**src/rtl/fp_pkg.sv**
```systemverilog
// Shared widths and types for the single-precision adder post-add stage.
package fp_pkg;
  localparam int unsigned EXP_W = 8;
  localparam int unsigned MAN_W = 23;
  localparam int EXP_BIAS = 127;
  localparam int EXP_MAX  = 255;

  typedef struct packed {
    logic             sign;
    logic [EXP_W-1:0] exp;
    logic [MAN_W-1:0] frac;
  } fp_word_t;

  // Normalized beat between the normalize and round/pack stages.
  typedef struct packed {
    logic                    sign;
    logic                    zero;
    logic signed [EXP_W+1:0] exp;
    logic                    hidden;
    logic [MAN_W-1:0]        frac;
    logic                    guard;
    logic                    sticky;
  } norm_beat_t;
endpackage

```
**src/rtl/fp_lzc.sv**
```systemverilog
// Combinational leading-zero counter; an all-zero vector reports W.
module fp_lzc #(
  parameter int unsigned W     = 25,
  parameter int unsigned CNT_W = $clog2(W + 1)
) (
  input  logic [W-1:0]     vec,
  output logic [CNT_W-1:0] count
);
  always_comb begin
    count = CNT_W'(W);
    for (int unsigned i = 0; i < W; i++) begin
      if (vec[i]) count = CNT_W'(W - 1 - i);
    end
  end
endmodule

```
**src/rtl/fp_normalize_round.sv**
```systemverilog
// Post-add normalize, round-to-nearest-even and pack, as a two-stage
// valid/ready pipeline between the mantissa adder and the result register.
module fp_normalize_round #(
  parameter int unsigned EXP_W = 8,
  parameter int unsigned MAN_W = 23
) (
  input  logic               clk,
  input  logic               rst_n,
  input  logic               in_valid,
  output logic               in_ready,
  input  logic               in_sign,
  input  logic [EXP_W-1:0]   in_exp,
  input  logic [MAN_W+3:0]   in_mant,
  output logic               out_valid,
  input  logic               out_ready,
  output logic [EXP_W+MAN_W:0] out_result,
  output logic               out_overflow,
  output logic               out_underflow
);
  import fp_pkg::*;

  localparam int unsigned NORM_W = MAN_W + 2;
  localparam int unsigned LZ_W   = $clog2(NORM_W + 1);
  localparam logic signed [EXP_W+1:0] EXP_TOP = (EXP_W + 2)'(EXP_MAX);

  norm_beat_t              s1_next, s1;
  logic                    s1_valid, s2_advance;
  logic [NORM_W-1:0]       norm_vec, norm_shift;
  logic [LZ_W-1:0]         lz;
  logic signed [EXP_W+1:0] exp_ext;

  assign s2_advance = !out_valid || out_ready;
  assign in_ready   = rst_n && (!s1_valid || s2_advance);
  assign norm_vec   = in_mant[MAN_W+2:1];
  assign exp_ext    = signed'({2'b00, in_exp});
  assign norm_shift = norm_vec << lz;

  fp_lzc #(.W(NORM_W)) u_lzc (.vec(norm_vec), .count(lz));

  always_comb begin
    s1_next      = '0;
    s1_next.sign = in_sign;
    if (in_mant == '0) begin
      s1_next.zero = 1'b1;
    end else if (in_mant[MAN_W+3]) begin
      s1_next.exp = exp_ext + (EXP_W + 2)'(1);
      {s1_next.hidden, s1_next.frac, s1_next.guard} = in_mant[MAN_W+3:2];
      s1_next.sticky = in_mant[1] | in_mant[0];
    end else if (in_mant[MAN_W+2]) begin
      s1_next.exp = exp_ext;
      {s1_next.hidden, s1_next.frac, s1_next.guard, s1_next.sticky} = in_mant[MAN_W+2:0];
    end else begin
      {s1_next.hidden, s1_next.frac, s1_next.guard} = norm_shift;
      s1_next.sticky = in_mant[0];
      s1_next.exp    = exp_ext - signed'({{(EXP_W + 2 - LZ_W){1'b0}}, lz});
    end
  end

  logic                    round_up, man_carry;
  logic [MAN_W:0]          frac_sum;
  logic signed [EXP_W+1:0] exp_r;
  fp_word_t                res_next;
  logic                    ovf_next, unf_next;

  // Hidden is always set on a normalized beat, so a fraction carry means
  // the significand rolled over to the next binade.
  assign round_up  = s1.guard & (s1.sticky | s1.frac[0]);
  assign frac_sum  = {1'b0, s1.frac} + (MAN_W + 1)'(round_up);
  assign man_carry = frac_sum[MAN_W] & s1.hidden;
  assign exp_r     = s1.exp + (EXP_W + 2)'(man_carry);

  always_comb begin
    res_next = '0;
    ovf_next = 1'b0;
    unf_next = 1'b0;
    if (!s1.zero) begin
      // Hidden clear here means only sticky survived: nothing representable.
      if (!s1.hidden || exp_r[EXP_W+1] || exp_r == '0) begin
        res_next.sign = s1.sign;
        unf_next      = 1'b1;
      end else if (exp_r >= EXP_TOP) begin
        res_next.sign = s1.sign;
        res_next.exp  = '1;
        ovf_next      = 1'b1;
      end else begin
        res_next.sign = s1.sign;
        res_next.exp  = exp_r[EXP_W-1:0];
        res_next.frac = frac_sum[MAN_W-1:0];
      end
    end
  end

  always_ff @(posedge clk or negedge rst_n) begin
    if (!rst_n) begin
      s1_valid      <= 1'b0;
      s1            <= '0;
      out_valid     <= 1'b0;
      out_result    <= '0;
      out_overflow  <= 1'b0;
      out_underflow <= 1'b0;
    end else begin
      if (in_valid && in_ready) begin
        s1_valid <= 1'b1;
        s1       <= s1_next;
      end else if (s2_advance) begin
        s1_valid <= 1'b0;
      end
      if (s2_advance) begin
        out_valid <= s1_valid;
        if (s1_valid) begin
          out_result    <= res_next;
          out_overflow  <= ovf_next;
          out_underflow <= unf_next;
        end
      end
    end
  end
endmodule

```
**config.mk**
```make
export PLATFORM = sky130hd
export DESIGN_NAME = fp_normalize_round
export DESIGN_NICKNAME = d
export VERILOG_FILES = /design/src/rtl/fp_pkg.sv /design/src/rtl/fp_lzc.sv /design/src/rtl/fp_normalize_round.sv
export SDC_FILE = /design/constraint.sdc
export NUM_CORES = 1
export LEC_CHECK = 0
export ABC_AREA = 1
export CAP_MARGIN = 20
export CORE_MARGIN = 1.5
export CORE_UTILIZATION = 40
export CTS_BUF_LIST = sky130_fd_sc_hd__clkbuf_4 sky130_fd_sc_hd__clkbuf_8
export DETAILED_ROUTE_END_ITERATION = 8
export DONT_BUFFER_PORTS = 1
export PLACE_DENSITY_LB_ADDON = 0.1
export SLEW_MARGIN = 20
export SYNTH_ARGS = -nofsm -noshare
export SYNTH_HDL_FRONTEND = slang
export SYNTH_SLANG_ARGS = --single-unit
```
**constraint.sdc**
```tcl
create_clock -name clk -period 4.3 [get_ports clk]
set_input_delay 0.86 -clock clk [delete_from_list [all_inputs] [get_ports clk]]
set_output_delay 0.86 -clock clk [all_outputs]
set_load 0.005 [all_outputs]
```
==> summary.md <==
| Metric | Value |
|---|---|
| Vias in the first global route | `5685` |
| Starting Density | `0.4135` |
| Core area | `13350 um^2` |
| Area delta synth->final | `19.09%` |
| RSZ-0062 raised after global routing | `yes` |
| GRT Util Overall | `0.2524` |
| Post-Syn Instances | `845` |
| DP Worst Slack | `-0.1269 ns` |
| Slew @ Worst Pin | `0.9922 ns` |
| GP Congestion | `0.9505` |
| Crit Path Max Fanout | `6` |
| Minimum clock period | `4.316 ns` |
| GR Overflow Total | `0` |
| Longest Clk Path Bufs | `2` |
| Wirelength per Cell | `17.16 um` |
| Synth warn | `0` |
| Num rows | `42` |
| WS Path Type | `flip-flop to flip-flop` |
| Fill cells | `1430` |
| Detailed Route WL | `18300 um` |
| CTS clk-pin slew, worst paths | `0.08 ns` |
| Die ar. | `14510 um^2` |
| Vias | `5832` |
| Met1 Track Usage GR | `0.3426` |
| Outcome | `finished with violations` |
| Overall power | `2.112 mW` |
| First-pass GRT wire length | `29010 um` |
| Clock sink total | `74` |
| Max_slew headroom | `0.3361` |
| Placed insts | `1024` |
| P_leak | `3.245 nW` |
| Antenna cell count | `0` |
| CTS root buffer | `clkbuf_8` |
| M3 GR Usage | `0.02877` |
| #FFs+latches synth | `74` |
| Final hold vios | `0` |
| Initial DRC Count | `475` |
| Htree depth | `3` |
| Die width | `120.5 um` |
| Layout Utilization | `0.4924` |
| Fin. max-slew vios | `0` |
| Crit end category | `flip-flop` |
| Power Dens Cells | `321.3 nW/um^2` |
| Share of cells above drive strength 1 | `0.1551` |
| Startpoint type of the worst setup path | `flip-flop` |
| CP arrival | `4.58 ns` |
| Ports | `76` |
| Avg Cell Area, Syn | `6.531 um^2` |
| Clock Latency Late Sink | `0.35 ns` |
| Worst EP required | `4.56 ns` |
| Top_reg_cell synth | `dfrtp_1` |
| Final worst path period share | `1.004` |
| Number of synthesized flops with an enable pin | `0` |
| Via density | `5.471` |
| Number of remaining DRC errors | `0` |
| Clock Skew | `0.009941 ns` |
| Fin worst setup slack | `-0.01612 ns` |
| DRT Pass-1 Iters | `5` |
| PortBufs | `0` |
| Detailed Place HPWL | `13130 um` |
| TritonCTS Buffers | `9` |
| Initial antenna violation count | `0` |
| GRT met2 Usage | `0.4144` |
| Max_cap viols | `0` |
| Violated checks | `negative setup slack` |
| Worst VDD drop | `0.0001323 V` |
| Worst hold-check path type | `input port to async pin` |
| Final setup vio count | `4` |
| Setup_tns | `-0.03592 ns` |
| Seq/Total Area, Yosys | `0.3355` |
| Cell Area, Synth | `5519 um^2` |
| Die Ht | `120.5 um` |
| Post-synthesis cell type count | `40` |
| Final non-filler cell total | `1066` |
| GRT busiest layer | `met2` |
| Slowest-stage cell, CP | `dfrtp_1` |
| Post-DRT Antenna Nets | `0` |
| CP peak stage delay | `0.35 ns` |
| Fin nets | `937` |
| Max Fclk | `231.7 MHz` |
| Asr flop ratio synth | `1.000` |
| TritonCTS clock tree | `yes` |
| Syn nets | `897` |
| Pin count of the biggest net entering global routing | `76` |
-- layer usage --
layer | share of wire | vias up | wire, um
li1 | - | 2887 | -
met1 | 0.45 | 2724 | 8292
met2 | 0.47 | 193 | 8540
met3 | 0.059 | 28 | 1073
met4 | 0.021 | 0 | 387
met5 | 0 | - | 0
-- layout by cell type (no fill, tap or decap), types with 10 or more instances in the layout --
cell type / Yosys / layout
o21ai_2: 1 / 16
o21ai_0: 51 / 33
dfrtp_1: 74 / 74
inv_1: 91 / 88
xor2_1: 12 / 10
a21oi_1: 37 / 37
clkbuf_8: 0 / 12
nand2_1: 263 / 260
nor2_1: 64 / 58
buf_4: 2 / 60
nand3_1: 96 / 93
o21ai_1: 24 / 26
-- power by group --
group	total, mW	leakage, nW	switching [mW]	internal, mW
Sequential	0.933	0.953	0.120	0.814
Combinational	0.554	2.17	0.337	0.217
Clock	0.625	0.119	0.252	0.373
-- flip-flops by register name (all words and copies together), names as in the netlist --
| register | count |
|---|---|
| out_overflow | 1 |
| out_result | 32 |
| out_valid | 1 |
| s1 | 38 |
| out_underflow | 1 |
| s1_valid | 1 |
-- synth_stat cells (11+ instances only) --
cell      instances  area [um^2]
o21ai_0          51        255.2
clkbuf_1         27        101.4
dfrtp_1          74         1852
nor2_1           64        240.2
inv_1            91        341.6
a21oi_1          37        185.2
xor2_1           12        105.1
ha_1             11        137.6
nand3_1          96        480.5
nand2_1         263        987.2
o21ai_1          24        120.1
-- worst paths after layout --
| path | startpoint | end | slack (ns) | cells after the start |
|---|---|---|---|---|
| min in group clk | s1_valid | out_valid | 0.48 | 2 |
| hold / removal | rst_n | s1[32] | 0.20 | 0 |
| max in group asynchronous | rst_n | s1[9] | 3.98 | 0 |
| setup / recovery | s1[2] | out_result[15] | -0.02 | 29 |
| hold reg to reg | s1_valid | out_valid | 0.48 | 2 |
| setup reg to reg | s1[2] | out_result[15] | -0.02 | 29 |
-- cell families (layout without fill, tap and decap cells) --
logic type	Yosys count	in the layout	share of synthesized area
and+or+nand+nor	454	454	0.3455
buffers and inverters	128	173	0.09181
adders and majority gates	12	12	0.02856
xor gates and xnor gates	15	15	0.02380
AOI/OAI and AO/OA	162	162	0.1748
DFF	74	74	0.3355
-- stage by stage --
stage	area [um^2]	hold slack, ns
after floorplan	5519	0.4477
final	6573	0.2020
after global routing	6573	0.1718
after global placement	5867	0.4505
after CTS	6346	0.1850
after detailed placement	5867	0.4663
-- final cells by class --
type / count / area [um^2] / share of cell area
Multi-Input combinational cell: 643 / 3418 / 0.5201
Sequential cell: 74 / 1852 / 0.2817
Timing Repair Buffer: 64 / 495.5 / 0.07539
Inverter: 93 / 349.1 / 0.05311
Tap cell: 176 / 220.2 / 0.03350
Clock buffer: 12 / 165.2 / 0.02513
Clock inverter: 4 / 72.57 / 0.01104
-- timing repair --
action | 4_1_cts | 5_1_grt
buffers inserted | 26 | 4
hold buffers | 0 | 0
gates resized for setup | 10 | 72
pin swaps | 6 | 21
cloned | 0 | 1
endpoints found under the setup margin | 23 | 33
-- critical path: cells and delay by family, from the launching register on --
kind / cells / cell delay [ns]
DFF: 1 / 0.35
and+or+nand+nor: 17 / 2.28
xor gates and xnor gates: 1 / 0.26
AOI/OAI and AO/OA: 2 / 0.34
adders and majority gates: 2 / 0.35
buffers and inverters: 7 / 0.66
Note: power is estimated with default switching activity, not from simulation.
